===== config.mk =====
export PLATFORM = sky130hd
export DESIGN_NAME = sipo_receiver_flat
export DESIGN_NICKNAME = d
export VERILOG_FILES = /design/src/rtl/sipo_receiver_if.sv /design/src/rtl/sipo_receiver.sv /design/src/flat_wrapper.sv
export SDC_FILE = /design/constraint.sdc
export NUM_CORES = 1
export LEC_CHECK = 0
export ABC_AREA = 1
export BUFFER_PORTS_ARGS = -buffer_cell sky130_fd_sc_hd__buf_2
export CAP_MARGIN = 0
export CORE_MARGIN = 2
export CORE_UTILIZATION = 50
export DETAILED_ROUTE_END_ITERATION = 10
export PLACE_DENSITY = 0.74
export SYNTH_ARGS = -nofsm -noshare
export SYNTH_HDL_FRONTEND = slang
export SYNTH_SLANG_ARGS = --single-unit

===== constraint.sdc =====
create_clock -name clk -period 1.6 [get_ports clk]
set_clock_uncertainty 0.1 [all_clocks]
set_input_delay 0.32 -clock clk [delete_from_list [all_inputs] [get_ports clk]]
set_output_delay 0.32 -clock clk [all_outputs]
set_load 0.01 [all_outputs]

===== src/rtl/sipo_receiver_if.sv =====
// Handshake/bus bundle for sipo_receiver: serial input side plus the
// registered parallel output side.
interface sipo_receiver_if #(
    parameter int WIDTH = 6
);
    logic             start;
    logic             en;
    logic             sin;
    logic             ack;
    logic [WIDTH-1:0] data;
    logic             valid;
    logic             busy;
    logic             overrun;

    // Producer/consumer side driving the receiver.
    modport master (
        output start, en, sin, ack,
        input  data, valid, busy, overrun
    );

    // The receiver itself.
    modport slave (
        input  start, en, sin, ack,
        output data, valid, busy, overrun
    );
endinterface


===== src/rtl/sipo_receiver.sv =====
// Serial-in parallel-out frame receiver. MSB-first bits are shifted in on
// en strobes after a start strobe; a completed frame is presented on data
// with a valid/ack handshake and a sticky overrun flag for dropped frames.
module sipo_receiver #(
    parameter int WIDTH = 6
) (
    input  logic            clk,
    input  logic            rst,
    sipo_receiver_if.slave  bus
);
    localparam int CW = $clog2(WIDTH + 1);
    localparam logic [CW-1:0] LAST_CNT = CW'(WIDTH - 1);

    typedef enum logic {
        IDLE  = 1'b0,
        SHIFT = 1'b1
    } state_t;

    state_t           r_state;
    logic [WIDTH-1:0] r_shr;
    logic [CW-1:0]    r_cnt;
    logic [WIDTH-1:0] r_data;
    logic             r_valid;
    logic             r_overrun;

    logic [WIDTH-1:0] w_word;
    logic             w_done;

    assign w_word = {r_shr[WIDTH-2:0], bus.sin};
    // start has priority over en, so a restart never completes a frame.
    assign w_done = (r_state == SHIFT) && !bus.start && bus.en && (r_cnt == LAST_CNT);

    // Frame FSM, shift register and bit counter.
    always_ff @(posedge clk or posedge rst) begin
        if (rst) begin
            r_state <= IDLE;
            r_shr   <= '0;
            r_cnt   <= '0;
        end else begin
            case (r_state)
                IDLE: begin
                    if (bus.start) begin
                        r_state <= SHIFT;
                        r_shr   <= '0;
                        r_cnt   <= '0;
                    end
                end
                SHIFT: begin
                    if (bus.start) begin
                        r_shr <= '0;
                        r_cnt <= '0;
                    end else if (bus.en) begin
                        r_shr <= w_word;
                        if (w_done) begin
                            r_state <= IDLE;
                            r_cnt   <= '0;
                        end else begin
                            r_cnt <= r_cnt + 1'b1;
                        end
                    end
                end
                default: begin
                    r_state <= IDLE;
                end
            endcase
        end
    end

    // Output word, valid/ack handshake and sticky overrun.
    always_ff @(posedge clk or posedge rst) begin
        if (rst) begin
            r_data    <= '0;
            r_valid   <= 1'b0;
            r_overrun <= 1'b0;
        end else if (w_done) begin
            if (!r_valid || bus.ack) begin
                r_data  <= w_word;
                r_valid <= 1'b1;
            end else begin
                r_overrun <= 1'b1;
            end
        end else if (r_valid && bus.ack) begin
            r_valid <= 1'b0;
        end
    end

    assign bus.data    = r_data;
    assign bus.valid   = r_valid;
    assign bus.busy    = (r_state == SHIFT);
    assign bus.overrun = r_overrun;
endmodule


===== src/flat_wrapper.sv =====
// flat-port wrapper written by rule: the top's interface ports become plain ports
module sipo_receiver_flat 
#(
    parameter int WIDTH = 6
)
  (clk, rst, bus_start, bus_en, bus_sin, bus_ack, bus_data, bus_valid, bus_busy, bus_overrun);
  sipo_receiver_if #(.WIDTH(WIDTH)) bus_i ();
  input  logic clk;
  input  logic rst;
  input wire logic [$bits(bus_i.start)-1:0] bus_start;
  input wire logic [$bits(bus_i.en)-1:0] bus_en;
  input wire logic [$bits(bus_i.sin)-1:0] bus_sin;
  input wire logic [$bits(bus_i.ack)-1:0] bus_ack;
  output wire logic [$bits(bus_i.data)-1:0] bus_data;
  output wire logic [$bits(bus_i.valid)-1:0] bus_valid;
  output wire logic [$bits(bus_i.busy)-1:0] bus_busy;
  output wire logic [$bits(bus_i.overrun)-1:0] bus_overrun;
  assign bus_i.start = bus_start;
  assign bus_i.en = bus_en;
  assign bus_i.sin = bus_sin;
  assign bus_i.ack = bus_ack;
  assign bus_data = bus_i.data;
  assign bus_valid = bus_i.valid;
  assign bus_busy = bus_i.busy;
  assign bus_overrun = bus_i.overrun;
  sipo_receiver #(.WIDTH(WIDTH)) u_core (.clk(clk), .rst(rst), .bus(bus_i));
endmodule

Yosys cells after proc, flatten, opt, wreduce, memory -nomap -nowiden
Cells that the tools add are included.

storage, ports and cells
  flip-flop bits (word level) = 17
  input port bits = 6
  output and inout port bits = 9
  logic and storage cells = 42

operators by class
  $add $sub $neg = 1
  equal/unequal tests = 4
  muxes and demuxes = 17
  bitwise logic cells = 2
  reduce and logical (&&, ||, !) cells = 12

operator list
  cell                 number
  $mux 5               3
  $mux 3               4
  $pmux 5 s2           1
  $reduce_and 2->1     4
  $mux 1               7
  $pmux 3 s2           1
  $logic_and 1x1->1    4
  $ne 2x2->1 const B   2
  $add 3x1->3 const B  1
  $eq 3x3->1 const B   1
  $ne 3x3->1 const B   1
  $logic_not 1->1      2
  $not 1->1            2
  $pmux 1 s2           1
  $reduce_bool 2->1    1
  $logic_or 1x1->1     1

Logic depth before layout (Yosys ltp)
  word-level depth = 8
  mapped depth = 8
  mapped depth without buffers = 7

Worst setup path after synthesis
Ideal clock, no wire load.

  kind = register to register
  start = reg u_core.r_cnt[1]
  end = reg u_core.r_data[1], in the netlist u_core.bus.data[1]
  library setup time = 0.118 ns
  arrival time = 1.048 ns
  data required time = 1.382 ns
  setup slack = 0.334 ns
  stages on the path, launching flop included = 9
  buffers on the path = 1
  cells stage by stage = dfrtp_1 > inv_1 > ha_1 > nand2_1 > inv_1 > nand3_2 > buf_6 > nand2_1 > o21ai_2

on the way
  cells in the longest elaborated chain, start to end = 3

ends and longest elaborated chain
  what                               line                 text
  from (decl)                        sipo_receiver.sv:21  logic [CW-1:0] r_cnt;
  from (signal assigned)             sipo_receiver.sv:58  r_cnt <= r_cnt + 1'b1;
  $eq 3x3->1                         sipo_receiver.sv:31  assign w_done = (r_state == SHIFT) && !bus.start && bus.en && (r_cnt == LAST_CNT);
  $logic_and 1x1->1                  sipo_receiver.sv:31
  $reduce_and 2->1 (no source line)  -
  to (signal assigned)               sipo_receiver.sv:77  r_data <= w_word;
  to (decl)                          sipo_receiver.sv:22  logic [WIDTH-1:0] r_data;

Every way passes these cells.
A chain may end at the register's enable or synchronous reset.

Worst setup path after layout
  start = reg u_core.r_cnt[1]
  end = reg u_core.r_data[4], in the netlist u_core.bus.data[4]

The elaborated chain is that of the path after synthesis.

==> flow_metrics.tcl <==
set metrics [dict create \
    status "complete, no violations" \
    place_ws_ns 0.159 \
    crit_end "u_core.bus.data[4]" \
    drtAntennaViolNets 0 \
    crit_start "u_core.r_cnt[1]" \
    required_ns 1.69 \
    rsz0062_at_grt "no" \
    grt_pass1_wl_um 1950 \
    crit_buf_inv 2 \
    cts_sinks 17 \
    routabilityCongestion 0.744 \
    routed_wl_um 1210 \
    setup-tns-final_ns 0 \
    post_cts_resized 0 \
    synth.distinct_cells 14 \
    hold_viol 0 \
    clock_path_buffers 2 \
    die_h_um 42.1 \
    setup_viol_count_final 0 \
    hold_path_class "input pin to flip-flop" \
    overflow 0 \
    port_buffers 14 \
    cp_data_arrival_time_ns 1.53 \
    syn-cell-area_um2 726 \
    relSlewSlack_pct 81.6 \
    place_inst 100 \
    path_clk_slew_ns 0.10 \
    vdd_drop_max_v 0.000484 \
    cts.htree.levels 1 \
    io-pin-count 15 \
    final_layout_size_suffix_gt1_share_pct 31.1 \
    stdcell_count 105 \
    reg2reg_from "u_core.r_cnt[1]" \
    worstSkewPairLatency_ns 0.29 \
    worstSetupEndpointType "flip-flop" \
    grt_max_degree 13 \
    crit_path_cell_trace "inv_1 > ha_1 > nand2_1 > inv_1 > nand3_2 > nand2_1 > o21ai_2" \
    avgRoutedWirePerCell_um 11.5 \
    max_freq_ghz 0.693 \
    critPathTopFamily "simple AND/OR/NAND/NOR gates" \
    cp-start-kind "flip-flop" \
    power.density_nw_per_um2 850 \
    grtUsageTotal_pct 15.2 \
    post-cts-setup-buffers 0 \
    antenna_found_initial 0 \
    syn-num-nets 79 \
    slowest_stage "dfrtp_1" \
    die_w_um 42.1 \
    worstSetupPathType "flip-flop to flip-flop" \
    min_path_cells 3 \
    static-leakage-power_nw 0.458 \
    total_power_mw 0.721 \
    r2r_end "u_core.bus.data[4]" \
    vias 517 \
    core-area_um2 1330 \
    reg2reg_depth 7 \
    ys_warn_count 0 \
    cts_buffers 3 \
    grt_pass1_vias 476 \
    critical_path.max_stage_delay_ns 0.39 \
    drt_iter0_drc 7 \
    slew_violations 0 \
    drtPass1Iterations 4 \
    cp_num_cells 7 \
    syn_inst 71 \
    cts_root_buffer "clkbuf_4" \
    start_util_pct 54.4 \
    cts_tree "done" \
    nNetsFinal 99 \
    hpwl_um 931 \
    max_cap_violations 0 \
    vias_per_cell 4.92 \
    post-route-period-util_pct 90.2 \
    area_delta_synth_final_pct 16.9 \
    period_minus_slack_ns 1.44 \
    layout_setup_ws_ns 0.156 \
    syn_area_per_cell_um2 10.2 \
    path_max_fanout 12 \
    die-area_um2 1770 \
    ys_ff_latch 17 \
    ys_seq_area_share_pct 58.6 \
    drc 0 \
    r2r_setup_slack_ns 0.16 \
    tightest_slew_ns 0.275 \
    num_antenna_cells 0 \
    rows 13 \
    mostFrequentLayoutCells "nand2_1, dfrtp_1, inv_1, buf_2" \
]
[worst min-delay path by stage]
stage | end | start | slack [ns]
CTS | u_core.bus.data[0] | bus_sin | 0.18
floorplan | u_core.bus.busy | rst | 0.15
global route | u_core.bus.data[0] | bus_sin | 0.21
detailed placement | u_core.bus.valid | rst | 0.17
global placement | u_core.bus.valid | rst | 0.15
finish | u_core.bus.data[0] | bus_sin | 0.19
[cell usage after synthesis]
| cell type | number | area, um^2 |
|---|---|---|
| o21ai_0 | 1 | 5.00 |
| dfrtp_1 | 17 | 425 |
| nand2_1 | 17 | 63.8 |
| buf_6 | 1 | 11.3 |
| nand3_1 | 2 | 10.0 |
| nand2_2 | 1 | 6.26 |
| ha_1 | 2 | 25.0 |
| o22ai_1 | 6 | 37.5 |
| o21a_1 | 1 | 7.51 |
| inv_1 | 14 | 52.6 |
| o21ai_2 | 6 | 52.6 |
| o21bai_1 | 1 | 7.51 |
| nand3_2 | 1 | 10.0 |
| nor2_4 | 1 | 11.3 |
[report_power, final]
group          leakage (nW)  internal, mW  switching (mW)  total, mW
combinational         0.211        0.0195          0.0334     0.0528
sequential            0.230         0.437         0.00454      0.442
clock                0.0177        0.0931           0.133      0.226
[cell type report]
class | instances | area (um^2)
multi-input combinational | 39 | 236
tap | 15 | 18.8
fill | 116 | 485
inverter | 14 | 52.6
clock buffer | 3 | 22.5
timing repair buffer | 16 | 87.6
sequential | 17 | 425
clock inverter | 1 | 5.00
[cell families (layout without fill, tap and decap cells)]
kind of cell,after synthesis,count (layout),share of synthesized area [%]
and+or+nand+nor,22,22,14.0
DFF,17,17,58.6
AOI/OAI and AO/OA,15,15,15.2
buffers and inverters,15,34,8.79
adders and majority gates,2,2,3.45
[metal layers]
metal / GRT usage (%) / vias to the layer above / share of wire [%]
met2: 24.4 / 14 / 49
li1: - / 265 / -
met5: 0 / - / 0
met1: 18.1 / 234 / 45
met4: 11.3 / 0 / 2.1
met3: 2.59 / 4 / 4.4
[sequential cells by signal (all words and copies together) (netlist names)]
| signal | flops |
|---|---|
| u_core.bus.valid | 1 |
| u_core.bus.overrun | 1 |
| u_core.r_shr | 5 |
| u_core.r_cnt | 3 |
| u_core.bus.data | 6 |
| u_core.bus.busy | 1 |
[per-stage QoR]
| step | util [%] | instance area, um^2 | hold slack (ns) |
|---|---|---|---|
| final | 63.6 | 848 | 0.188 |
| after global routing | 63.6 | 848 | 0.208 |
| after CTS | 63.6 | 848 | 0.182 |
| after detailed placement | 60.8 | 811 | 0.167 |
| after global placement | 60.8 | 811 | 0.154 |
| after floorplan | - | 726 | 0.146 |
[worst min-delay path, delay by kind of cell]
kind,cells,cell delay (ns)
buf+inv,2,0.16
compound gates,1,0.06
[timing repair]
item,CTS,global route
hold endpoints to repair,6,0
endpoints found under the setup margin,0,0
hold buffers,1,0
Note: power is estimated with default switching activity, not from simulation.
